### src/rtl/chi_pkg.sv
// Shared CHI link-layer flit types, opcodes and node IDs.
// Used by chi_rx_lcrd_chan and the testbench.
package chi_pkg;

    localparam int CHI_NID_W      = 7;
    localparam int CHI_OPC_W      = 6;
    localparam int MAX_LCRD_LIMIT = 15;

    localparam logic [CHI_OPC_W-1:0] LCRD_RETURN = '0;

    localparam logic [CHI_NID_W-1:0] HNF_NID  = 7'd0;
    localparam logic [CHI_NID_W-1:0] RNF0_NID = 7'd1;

    typedef struct packed {
        logic [31:0]          data;
        logic [CHI_NID_W-1:0] srcid;
        logic [CHI_NID_W-1:0] tgtid;
        logic [CHI_OPC_W-1:0] opcode;
    } reqflit_t;

    localparam int REQ_OPC_LSB = 0;
    localparam int REQ_TGT_LSB = CHI_OPC_W;

endpackage

### src/rtl/chi_rx_lcrd_chan_sfifo.sv
// Synchronous show-ahead FIFO; head entry is always visible on rd_data.
// Full + simultaneous read/write keeps the count steady.
module sfifo #(
    parameter int WIDTH = 8,
    parameter int DEPTH = 8,
    localparam int AW = $clog2(DEPTH),
    localparam int CW = $clog2(DEPTH + 1)
) (
    input  logic             clk,
    input  logic             rst_n,
    input  logic             wr_en,
    input  logic [WIDTH-1:0] wr_data,
    output logic             full,
    input  logic             rd_en,
    output logic [WIDTH-1:0] rd_data,
    output logic             empty,
    output logic [CW-1:0]    count
);

    logic [AW-1:0]    wr_ptr_q, wr_ptr_d;
    logic [AW-1:0]    rd_ptr_q, rd_ptr_d;
    logic [CW-1:0]    count_q, count_d;
    logic [WIDTH-1:0] mem_q [DEPTH];
    logic             do_wr, do_rd;

    always_comb begin
        do_rd    = rd_en && (count_q != '0);
        do_wr    = wr_en && ((count_q != CW'(DEPTH)) || do_rd);
        wr_ptr_d = wr_ptr_q + AW'(do_wr);
        rd_ptr_d = rd_ptr_q + AW'(do_rd);
        count_d  = count_q + CW'(do_wr) - CW'(do_rd);
    end

    always_ff @(posedge clk) begin
        if (!rst_n) begin
            wr_ptr_q <= '0;
            rd_ptr_q <= '0;
            count_q  <= '0;
        end else begin
            wr_ptr_q <= wr_ptr_d;
            rd_ptr_q <= rd_ptr_d;
            count_q  <= count_d;
        end
    end

    always_ff @(posedge clk) begin
        if (do_wr) mem_q[wr_ptr_q] <= wr_data;
    end

    assign rd_data = mem_q[rd_ptr_q];
    assign empty   = (count_q == '0);
    assign full    = (count_q == CW'(DEPTH));
    assign count   = count_q;

endmodule

### src/rtl/chi_rx_lcrd_chan.sv
// CHI RX channel: L-credit issue/consume, link FSM and flit buffering.
// Define CHI_RX_CHECK_EN to build the sticky protocol checker.
module chi_rx_lcrd_chan
    import chi_pkg::*;
#(
    parameter int FLIT_W   = $bits(reqflit_t),
    parameter int DEPTH    = 8,
    parameter int MAX_LCRD = 8,
    parameter int OPC_LSB  = 0,
    parameter int OPC_W    = 6,
    parameter int TGT_LSB  = 0,
    parameter logic [CHI_NID_W-1:0] MY_NID = 7'd0,
    localparam int CW = $clog2(DEPTH + 1)
) (
    input  logic              clock,
    input  logic              reset,
    input  logic              link_act,
    output logic              link_idle,
    input  logic [FLIT_W-1:0] RXFLIT,
    input  logic              RXFLITV,
    input  logic              RXFLITPEND,
    output logic              RXLCRDV,
    output logic [FLIT_W-1:0] deq_flit,
    output logic              deq_valid,
    input  logic              deq_ready,
    output logic [CW-1:0]     occupancy,
    output logic [3:0]        crd_out,
    output logic              err_sticky
);

    localparam logic [1:0] ST_IDLE  = 2'd0;
    localparam logic [1:0] ST_RUN   = 2'd1;
    localparam logic [1:0] ST_DEACT = 2'd2;
    localparam int SW = ((CW > 4) ? CW : 4) + 1;

    logic [1:0]       state_q, state_d;
    logic [3:0]       crd_q, crd_d;
    logic             lcrdv_q, lcrdv_d;
    logic             grant, enq, fifo_empty, unused_full;
    logic [SW-1:0]    crd_sum;
    logic [OPC_W-1:0] opc;

    assign opc     = RXFLIT[OPC_LSB +: OPC_W];
    assign enq     = RXFLITV && (opc != OPC_W'(LCRD_RETURN));
    assign crd_sum = SW'(crd_q) + SW'(occupancy);
    // Counting buffered flits too guarantees every granted credit has a slot.
    assign grant   = (state_q == ST_RUN) &&
                     (crd_q < 4'(MAX_LCRD)) &&
                     (crd_sum < SW'(DEPTH));

    always_comb begin
        state_d = state_q;
        case (state_q)
            ST_IDLE:  if (link_act) state_d = ST_RUN;
            ST_RUN:   if (!link_act) state_d = ST_DEACT;
            ST_DEACT: begin
                if (link_act)          state_d = ST_RUN;
                else if (crd_q == '0)  state_d = ST_IDLE;
            end
            default:  state_d = ST_IDLE;
        endcase
    end

    always_comb begin
        crd_d   = crd_q;
        lcrdv_d = grant;
        if (grant && !RXFLITV)
            crd_d = crd_q + 4'd1;
        else if (!grant && RXFLITV && (crd_q != '0))
            crd_d = crd_q - 4'd1;
    end

    always_ff @(posedge clock) begin
        if (reset) begin
            state_q <= ST_IDLE;
            crd_q   <= '0;
            lcrdv_q <= 1'b0;
        end else begin
            state_q <= state_d;
            crd_q   <= crd_d;
            lcrdv_q <= lcrdv_d;
        end
    end

    sfifo #(
        .WIDTH (FLIT_W),
        .DEPTH (DEPTH)
    ) u_fifo (
        .clk     (clock),
        .rst_n   (~reset),
        .wr_en   (enq),
        .wr_data (RXFLIT),
        .full    (unused_full),
        .rd_en   (deq_ready),
        .rd_data (deq_flit),
        .empty   (fifo_empty),
        .count   (occupancy)
    );

    assign deq_valid = ~fifo_empty;
    assign RXLCRDV   = lcrdv_q;
    assign crd_out   = crd_q;
    assign link_idle = (state_q == ST_IDLE) && (crd_q == '0);

`ifdef CHI_RX_CHECK_EN
    logic                 pend_q, pend_d;
    logic                 err_q, err_d;
    logic                 no_crd, no_pend, bad_tgt;
    logic [CHI_NID_W-1:0] tgt;

    assign tgt = RXFLIT[TGT_LSB +: CHI_NID_W];

    always_comb begin
        no_crd  = RXFLITV && (crd_q == '0);
        no_pend = RXFLITV && !pend_q;
        bad_tgt = enq && (tgt != MY_NID);
        pend_d  = RXFLITPEND;
        err_d   = err_q | no_crd | no_pend | bad_tgt;
    end

    always_ff @(posedge clock) begin
        if (reset) begin
            pend_q <= 1'b0;
            err_q  <= 1'b0;
        end else begin
            pend_q <= pend_d;
            err_q  <= err_d;
        end
    end

    assign err_sticky = err_q;

    a_no_crd: assert property (@(posedge clock) disable iff (reset) !no_crd)
        else $error("chi_rx_lcrd_chan: flit received with no credit");
    a_no_pend: assert property (@(posedge clock) disable iff (reset) !no_pend)
        else $error("chi_rx_lcrd_chan: flit without prior FLITPEND");
    a_bad_tgt: assert property (@(posedge clock) disable iff (reset) !bad_tgt)
        else $error("chi_rx_lcrd_chan: flit TgtID mismatch");
`else
    logic unused_pend;
    assign unused_pend = RXFLITPEND;
    assign err_sticky  = 1'b0;
`endif

endmodule
### config.mk
export PLATFORM = sky130hd
export DESIGN_NAME = chi_rx_lcrd_chan
export DESIGN_NICKNAME = d
export VERILOG_FILES = /design/src/rtl/chi_pkg.sv /design/src/rtl/chi_rx_lcrd_chan_sfifo.sv /design/src/rtl/chi_rx_lcrd_chan.sv
export SDC_FILE = /design/constraint.sdc
export NUM_CORES = 1
export LEC_CHECK = 0
export ABC_AREA = 1
export BUFFER_PORTS_ARGS = -buffer_cell sky130_fd_sc_hd__buf_4
export CORE_MARGIN = 3
export CORE_UTILIZATION = 35
export CTS_CLUSTER_DIAMETER = 150
export DETAILED_ROUTE_END_ITERATION = 12
export PLACE_DENSITY = 0.57
export SLEW_MARGIN = 20
export SYNTH_ARGS = -nofsm -noshare
export SYNTH_HDL_FRONTEND = slang
export SYNTH_SLANG_ARGS = --single-unit
### constraint.sdc
create_clock -name clock -period 6.6 [get_ports clock]
set_clock_uncertainty 0.05 [all_clocks]
set_input_delay 0.33 -clock clock [delete_from_list [all_inputs] [get_ports clock]]
set_output_delay 0.33 -clock clock [all_outputs]
set_load 0.005 [all_outputs]
==> impl_results.md <==
* Sequential Power Share at 44.0%
* Top_reg_cell synth: edfxtp_1
* Post-synth EDFFs at around 420
* Drt initial violations at ~620
* Switching share of power at 29.6%
* Via/cell ratio at 4.97
* # port buffers at 119
* Worst-path fanout max at between 100 and 150
* Final setup fails at 0
* # IOs at 122
* Die Ht at 227 um
* R2R Path End: u_fifo.mem_q[0][31]$_DFFE_PP_
* Hold crit path type: in -> reg
* FF-to-FF setup slack at approximately 3.8 ns
* Crit path required time at 6.22 ns
* Post-synthesis async set-or-reset flop share at 0%
* Clock sink count at roughly 430
* Final hold violation count at 0
* CTS Buf Count at 44
* Initial core utilization at 35.6%
* Worst flop-to-flop path startpoint: u_fifo.count[2]$_SDFF_PP0_
* Vias in the first global route at 10,386
* Largest stage delay on the critical path at approximately 0.84 ns
* Leakage at slightly above 7 nW
* Nets at 1,546
* Post-CTS sizing at 0
* Cells after synthesis at between 1,000 and 1,500
* Post-synth top cells: edfxtp_1 (416), nor2_1 (340), nand2_1 (176)
* Total global routing overflow at 0
* WS Path Type: reg -> out
* Worst-Skew Late Latency at 0.54 ns
* Area leader, netlist: edfxtp_1
* CTS tree: done
* Routed WL per cell at 18.4 um
* Fin crit share at between 50 and 60%
* PwrDens at roughly 370 nW/um^2
* Worst hold path depth at 7
* Relative slew slack at 29.8%
* RSZ-0062 raised after global routing: false
* Post-synthesis sequential area ratio at 74.9%
* GPL Wtd Cong at 0.717
* Vias at 10,538
* P&R area growth vs syn at 19.5%
* Post-route ant nets at 0
* Worst-path cell chain: inv_6 -> buf_4 -> nor2_1 -> o32ai_1 -> nand2_1 -> nand2_1 -> buf_4
* Die W at 227 um
* Max Cap Viol at 0
* Total Power at 0.00761 W
* DPL Wire Length at 19,000 um
* Worst hold margin at 0.355 ns
* Status: finished, final reports clean
* Arrival time worst endpoint at 3.45 ns
* Post-route cell area at 20,500 um^2
* Wire length of the first global-routing pass at 59,500 um
* Internal Pwr Total at roughly 0.0054 W
* Residual DRC count at 0
* Share of layout cells above drive strength 1 at between 10% and 20%
* Post-route setup TNS at 0 ns
* DRT Pass-1 Iters at 5
* Max IR drop VDD at ~0.00022 V
* Max Slew Vio Count at 0
* Most numerous cell in the Yosys netlist: edfxtp_1
* Routed Wire Length at 39,000 um
* H-tree levels at 2
* Path depth of the worst reg2reg path at 6
* Synth cell types at 25
* Yosys top cell area share at about 73%
* Proportion of power drawn by the clock network at 30.7%
* Worst Tran Pin Value at 1.05 ns
* P_sw at around 0.0023 W
* Clock Tree Root: clkbuf_16
* Element type at the critical path start: flop
* Hold Path Origin: RXFLITV
* Final core occ at 42.6%
* Combinational fraction of design power at 25.3%
* DIE AREA at about 52,000 um^2
* Yosys reg bits at 433
* Post-placement cell area at between 15,000 and 20,000 um^2
* Yosys warnings at 0
* Row count at 80
* Crit path time final at 3.83 ns
* Synth Area per Inst at 13.0 um^2
* Synth area leaders: edfxtp_1 (73%), nor2_1 (7.5%), o32ai_1 (5.3%)
* Bufs and invs on worst path at 3
* Hold EP: crd_out[2]$_SDFFE_PP0P_
* Clock Path Buffers at 3
* Fmax at roughly 0.26 GHz
* Critical path capture point type: output pin
* Clk pin slew, worst setup/hold paths at 0.06 ns
* Post-Synthesis Cell Area at around 17,000 um^2
* Fill cells at 4,444
* Syn Nets at 1,391
* CP top delay family: buffers and inverters
* Core Footprint at between 40,000 and 50,000 um^2
* Initial antenna violation count at 3
* Overall Global Routing Usage at about 15%
* Largest net degree at the start of global routing at 134
* CP max stage cell: buf_4
-- worst max-delay path by stage --
stage	startpoint	to	cells past startpoint
after floorplan	u_fifo.count[2]$_SDFF_PP0_	u_fifo.mem_q[6][0]$_DFFE_PP_	5
after global placement	u_fifo.rd_ptr_q[0]$_SDFF_PP0_	deq_flit[1]	7
final	u_fifo.rd_ptr_q[0]$_SDFF_PP0_	deq_flit[1]	7
after global routing	u_fifo.rd_ptr_q[0]$_SDFF_PP0_	deq_flit[1]	7
after detailed placement	u_fifo.rd_ptr_q[0]$_SDFF_PP0_	deq_flit[1]	7
after CTS	u_fifo.rd_ptr_q[0]$_SDFF_PP0_	deq_flit[1]	7
-- layer usage --
layer | routed length (um) | vias to the layer above | track usage, %
met2 | 18200 | 208 | 24.6
met1 | 18300 | 5196 | 20.6
met4 | 674 | 0 | 4.03
met5 | 0 | - | 0
li1 | - | 5085 | -
met3 | 1770 | 49 | 2.73
-- through the flow --
step	instances	setup WS, ns
4_1_cts	2117	2.69
2_1_floorplan	1316	1.38
3_3_place_gp	1986	3.32
6_report	2120	2.77
3_5_place_dp	1986	3.29
5_1_grt	2119	2.47
-- state kept, by name, indices dropped and copies added, names as in the netlist --
register and count:
u_fifo.rd_ptr_q 3, RXLCRDV 1, u_fifo.count 4, u_fifo.wr_ptr_q 3
u_fifo.mem_q 416, state_q 2, crd_out 4
-- cell type report --
cell class                 count  area [um^2]  area share [%]
sequential                   433        12800            62.8
tap                          615          769            3.76
multi-input combinational    774         3820            18.7
inverter                      28          110           0.538
timing repair buffer         190         1560            7.63
clock inverter                18          128           0.624
antenna                        3         7.51          0.0367
clock buffer                  59         1220            5.96
-- cell families (layout without fill, tap and decap cells) --
kind of cell    count (synthesis)  count (layout)  synth area share, %
xor+xnor                        4               4                0.205
other cells                     1               4               0.0219
fa+ha+maj                      17              17                 1.33
buf+inv                       109             295                 2.96
flops                         433             433                 74.9
compound gates                219             219                 8.73
simple gates                  533             533                 11.8
-- worst min-delay path, delay by kind of cell --
| family | cells | cell delay (ns) |
|---|---|---|
| buffers and inverters | 2 | 0.17 |
| AOI/OAI and AO/OA | 1 | 0.04 |
| and+or+nand+nor | 4 | 0.35 |
-- what timing repair did --
item                                   4_1_cts  5_1_grt
endpoints found under the hold margin      428        0
setup endpoints to repair                    0        0
buffers inserted                             0        0
hold buffers                                54        0
-- placed cells by master, fill, tap and decap left out, types with 4 or more instances in the layout --
cell type	n
a21oi_1	4
buf_4	136
clkbuf_1	10
clkbuf_16	45
clkbuf_8	4
clkinv_1	10
clkinv_2	6
dfxtp_1	14
dlygate4sd3_1	54
edfxtp_1	416
ha_1	15
inv_1	26
nand2_1	176
nand3_1	7
nor2_1	340
nor3_2	8
o21ai_0	108
o32ai_1	104
-- power by group through the flow --
stage	registers (W)	clock network (W)	logic, W
5_1_grt	0.00337	0.00252	0.00219
2_1_floorplan	0.00333	0	0.00125
6_report	0.00335	0.00234	0.00192
4_1_cts	0.00335	0.00241	0.00197
3_3_place_gp	0.00340	0	0.00190
3_5_place_dp	0.00341	0	0.00193
Note: power is estimated with default switching activity, not from simulation.
